<file path="src/rtl/pe_weight_loader.sv">
// Purpose: sequences a signed weight stream onto the shared PE weight-load bus, PE-major within each slot.
// Latency: 1 cycle from accepted beat to weight_load/weight_load_en/weight_load_sel.
// Backpressure: w_ready is high only in LOAD without abort; the stream is stalled in IDLE and DONE.
module pe_weight_loader #(
    parameter int NUM_PE = 9,
    parameter int WIDTH  = 8
) (
    input  logic              clk,
    input  logic              rst_n,
    input  logic              start,
    input  logic [1:0]        nbuf,
    input  logic              abort,
    input  logic              w_valid,
    input  logic [WIDTH-1:0]  w_data,
    output logic              w_ready,
    output logic [WIDTH-1:0]  weight_load,
    output logic [NUM_PE-1:0] weight_load_en,
    output logic [1:0]        weight_load_sel,
    output logic              busy,
    output logic              done
);

    localparam int PW = (NUM_PE > 1) ? $clog2(NUM_PE) : 1;
    localparam logic [PW-1:0] PE_LAST = PW'(NUM_PE - 1);

    typedef enum logic [1:0] {
        IDLE = 2'd0,
        LOAD = 2'd1,
        DONE = 2'd2
    } state_t;

    state_t          state, state_nxt;
    logic [PW-1:0]   pe_cnt, pe_cnt_nxt;
    logic [1:0]      sel_cnt, sel_cnt_nxt;
    logic [1:0]      nbuf_r, nbuf_r_nxt;
    logic            beat_acc;
    logic            last_beat;
    logic [NUM_PE-1:0] en_nxt;

    assign w_ready   = (state == LOAD) && !abort;
    assign beat_acc  = w_ready && w_valid;
    assign last_beat = (sel_cnt == nbuf_r) && (pe_cnt == PE_LAST);
    assign busy      = (state != IDLE);
    assign done      = (state == DONE);

    always_ff @(posedge clk or negedge rst_n) begin
        if (!rst_n) begin
            state   <= IDLE;
            pe_cnt  <= '0;
            sel_cnt <= '0;
            nbuf_r  <= '0;
        end else begin
            state   <= state_nxt;
            pe_cnt  <= pe_cnt_nxt;
            sel_cnt <= sel_cnt_nxt;
            nbuf_r  <= nbuf_r_nxt;
        end
    end

    always_comb begin
        state_nxt   = state;
        pe_cnt_nxt  = pe_cnt;
        sel_cnt_nxt = sel_cnt;
        nbuf_r_nxt  = nbuf_r;
        en_nxt      = '0;
        unique case (state)
            IDLE: begin
                if (start) begin
                    state_nxt   = LOAD;
                    nbuf_r_nxt  = nbuf;
                    pe_cnt_nxt  = '0;
                    sel_cnt_nxt = '0;
                end
            end
            LOAD: begin
                if (abort) begin
                    state_nxt   = IDLE;
                    pe_cnt_nxt  = '0;
                    sel_cnt_nxt = '0;
                end else if (beat_acc) begin
                    en_nxt = NUM_PE'(1) << pe_cnt;
                    if (last_beat) begin
                        state_nxt   = DONE;
                        pe_cnt_nxt  = '0;
                        sel_cnt_nxt = '0;
                    end else if (pe_cnt == PE_LAST) begin
                        pe_cnt_nxt  = '0;
                        sel_cnt_nxt = sel_cnt + 2'd1;
                    end else begin
                        pe_cnt_nxt  = pe_cnt + PW'(1);
                    end
                end
            end
            DONE: begin
                // Start is deliberately dropped here; only IDLE samples it.
                state_nxt   = IDLE;
                pe_cnt_nxt  = '0;
                sel_cnt_nxt = '0;
            end
            default: begin
                state_nxt   = IDLE;
                pe_cnt_nxt  = '0;
                sel_cnt_nxt = '0;
            end
        endcase
    end

    // Bus data and slot select hold their last value between writes.
    always_ff @(posedge clk or negedge rst_n) begin
        if (!rst_n) begin
            weight_load     <= '0;
            weight_load_en  <= '0;
            weight_load_sel <= '0;
        end else begin
            weight_load_en <= en_nxt;
            if (beat_acc) begin
                weight_load     <= w_data;
                weight_load_sel <= sel_cnt;
            end
        end
    end

endmodule

</file>
<file path="config.mk">
export PLATFORM = sky130hd
export DESIGN_NAME = pe_weight_loader
export DESIGN_NICKNAME = d
export VERILOG_FILES = /design/src/rtl/pe_weight_loader.sv
export SDC_FILE = /design/constraint.sdc
export NUM_CORES = 1
export LEC_CHECK = 0
export BUFFER_PORTS_ARGS = -buffer_cell sky130_fd_sc_hd__clkbuf_2
export CAP_MARGIN = 20
export CORE_UTILIZATION = 50
export CTS_BUF_LIST = sky130_fd_sc_hd__clkbuf_16
export DETAILED_ROUTE_END_ITERATION = 12
export GPL_TIMING_DRIVEN = 1
export PLACE_DENSITY = 0.75
export REMOVE_ABC_BUFFERS = 1
export SLEW_MARGIN = 0
export SYNTH_ARGS = -nofsm -noshare
export SYNTH_HDL_FRONTEND = slang
export SYNTH_SLANG_ARGS = --single-unit
</file>
<file path="constraint.sdc">
create_clock -name clk -period 4.2 [get_ports clk]
set_input_delay 0.63 -clock clk [delete_from_list [all_inputs] [get_ports clk]]
set_output_delay 0.63 -clock clk [all_outputs]
set_load 0.02 [all_outputs]
</file>
==> impl_metrics.tcl <==
set metrics [dict create \
    fin_skew_ns 0.00519 \
    io_buffer_count 36 \
    antenna_found_initial 0 \
    nets 180 \
    routedWlPerCell_um 13.6 \
    place_congestion 0.782 \
    fin_area_mm2 0.00161 \
    period_share_pct 48.2 \
    post-dp-hpwl_mm 1.78 \
    globalRouteTotalUtil_pct 22.4 \
    diodes 0 \
    critPathBufInv 3 \
    io_pins 37 \
    ys_warn_count 0 \
    drive_above_1_share_pct 31.9 \
    cpLargestDelayFamily "simple AND/OR/NAND/NOR gates" \
    cts-buffers-inserted 5 \
    insertion_delay_ns 0.27 \
    status "completed" \
    cap_violations 0 \
    fp.dieArea_mm2 0.00274 \
    ir_worst_vdd_uv 418 \
    cp_slowest_cell "or3b_4" \
    drt-initial-drc-count 6 \
    whs_ns 0.399 \
    startpoint "abort" \
    seqCellArea_um2 726 \
    nFillCells 192 \
    p_int_w 0.000667 \
    setup-tns-final_ns 0 \
    crit_type "input port to primary output" \
    cts_root_buffer "clkbuf_16" \
    reg2reg_slack_ns 2.50 \
    path_depth 4 \
    std_cell_rows 17 \
    arrival_ns 1.39 \
    grt_max_degree 30 \
    clkTransAtPathRegs_ns 0.05 \
    clockPowerShare_pct 32.4 \
    synth_cell_type_count 32 \
    p_sw_w 0.000337 \
    grt_pass1_wl_mm 4.21 \
    postCtsSetupRepairBufs 0 \
    p_leak_nw 0.877 \
    setup_ws_ns 2.18 \
    drt_wl_total_mm 2.55 \
    rsz0062_at_grt "no" \
    postCtsHoldBufs 0 \
    cpMostUsedCell "clkbuf_2" \
    crit_path_end_kind "primary output" \
    synthCells 118 \
    r2r_end "weight_load_en[5]" \
    synth_seq_cells 29 \
    htreeDepth 2 \
    drt_pass1_iterations 4 \
    postRouteAntennaNets 0 \
    place_inst 180 \
    cp_cell_sequence "clkbuf_2 -> or3b_4 -> inv_2 -> clkbuf_2" \
    die_h_um 52.3 \
    cp_max_fo 6 \
    remaining_drc_errors 0 \
    pwr-share-seq_pct 37.7 \
    swShare_pct 33.6 \
    cts_tree "built" \
    num_vias 981 \
    core_mm2 0.00230 \
    drv_slew 0 \
    fin_crit_ns 2.02 \
    cts_buffer_depth 2 \
    placed_cell_area_mm2 0.00147 \
    slowest_delay_ns 0.40 \
    endpoint "w_ready" \
    relSlewSlack_pct 53.2 \
    netlist_area_mm2 0.00126 \
    seq_area_frac_synth_pct 57.4 \
    vias_per_cell 5.22 \
    initial_utilization_pct 55.1 \
    combPwrFrac_pct 29.9 \
    r2r_cells 5 \
    setup-violations-final 0 \
    crit_required_ns 3.57 \
    powerDensity_mw_per_mm2 625 \
    final_cells 188 \
    reg2reg_from "state[1]" \
    multiInputGateArea_um2 513 \
    hp-class "input port to async pin" \
    pre_cts_ws_ns 2.18 \
    grt_pass1_vias 964 \
    worstMarginPinSlew_ns 0.702 \
    die_x_um 52.3 \
    cts.sink_count 29 \
    cts_resized 0 \
    fmax_ghz 0.494 \
    overflow 0 \
    crit_path_start_kind "input port" \
    area_delta_synth_final_pct 27.0 \
    hold_violations 0 \
    avgSynthCellArea_um2 10.7 \
]
-- how the worst min path moves through the flow --
stage / start / endpoint / slack, ns / cells past startpoint
6_report: rst_n / weight_load[6] / 0.40 / 1
5_1_grt: rst_n / weight_load_en[3] / 0.46 / 1
4_1_cts: rst_n / weight_load_en[3] / 0.41 / 1
3_5_place_dp: weight_load_sel[1] / weight_load_sel[1] / 0.47 / 2
3_3_place_gp: weight_load[2] / weight_load[2] / 0.46 / 2
2_1_floorplan: rst_n / nbuf_r[0] / 0.33 / 0
-- cell usage in the layout (no fill, tap or decap), types with 2 or more instances in the layout --
| cell type | synthesis | routed |
|---|---|---|
| ha_1 | 6 | 6 |
| dfrtp_1 | 29 | 29 |
| clkbuf_2 | 0 | 36 |
| o21ai_0 | 4 | 4 |
| and2_1 | 5 | 5 |
| a21oi_1 | 3 | 3 |
| nand2_1 | 34 | 34 |
| clkbuf_16 | 0 | 5 |
| nor2b_1 | 2 | 2 |
| mux2_4 | 2 | 2 |
| nor2_1 | 2 | 2 |
| clkinv_1 | 0 | 2 |
| and3_1 | 4 | 4 |
| nor3_1 | 3 | 3 |
| inv_1 | 3 | 3 |
| xnor2_1 | 2 | 2 |
-- flip-flops by register name, indices dropped and copies added (netlist names) --
name,count
weight_load_en,9
weight_load,8
pe_cnt,4
nbuf_r,2
sel_cnt,2
state,2
weight_load_sel,2
-- routing by layer --
metal	vias up	track usage [%]	routed length, um
li1	471	-	-
met1	463	24.8	1100
met2	39	36.1	1250
met3	8	8.99	147
met4	0	13.2	63
met5	-	0	0
-- kinds of logic (layout without fill, tap and decap cells) --
group                    after synthesis  in the layout  synth area share, %
XOR/XNOR                               2              2                 1.39
flip-flops                            29             29                 57.4
adder cells (fa/ha/maj)                6              6                 5.93
multiplexers                           3              3                 3.17
AO/OA/AOI/OAI                         12             12                 6.63
AND/OR/NAND/NOR                       60             60                 23.4
buffers and inverters                  6             48                 2.08
-- area by class of cell --
cell class	instances	share of cell area, %
inverters	4	0.935
multi-input cells	83	31.9
well taps	28	2.18
clock inverters	3	0.779
clock buffers	5	7.79
flip-flops and latches	29	45.2
repair buffers	36	11.2
-- stage by stage --
step | util (%) | total power [W]
3_3_place_gp | 63.9 | 0.000665
4_1_cts | 69.9 | 0.00101
5_1_grt | 69.9 | 0.00106
2_1_floorplan | - | 0.000585
6_report | 69.9 | 0.00100
3_5_place_dp | 63.9 | 0.000682
-- cell usage after synthesis, drive strengths merged --
| master | count | area share (%) |
|---|---|---|
| ha | 6 | 5.9 |
| and2 | 6 | 3.1 |
| and2b | 1 | 0.59 |
| a31oi | 1 | 0.49 |
| nor2b | 2 | 0.99 |
| a21oi | 3 | 1.2 |
| o22ai | 2 | 2.1 |
| nor3 | 3 | 1.2 |
| or3b | 1 | 0.89 |
| mux2 | 2 | 2.4 |
| nand4 | 1 | 0.49 |
| or2 | 1 | 0.49 |
| clkbuf | 1 | 0.30 |
| nand3b | 1 | 0.59 |
| inv | 4 | 1.2 |
| o31ai | 1 | 0.59 |
| and3 | 4 | 2.0 |
| nor2 | 3 | 1.5 |
| a22o | 1 | 0.69 |
| mux2i | 1 | 0.79 |
| xnor2 | 2 | 1.4 |
| and3b | 1 | 0.69 |
| nand3 | 1 | 0.40 |
| o21ai | 4 | 1.6 |
| nand2 | 35 | 11 |
| buf | 1 | 0.59 |
| dfrtp | 29 | 57 |
-- power groups by stage --
stage	logic (W)	registers [W]	clock network (W)
CTS	0.000304	0.000378	0.000330
global route	0.000331	0.000385	0.000342
global placement	0.000288	0.000377	0
floorplan	0.000161	0.000424	0
finish	0.000301	0.000378	0.000325
detailed placement	0.000301	0.000381	0
(Power assumes the default switching activity.)
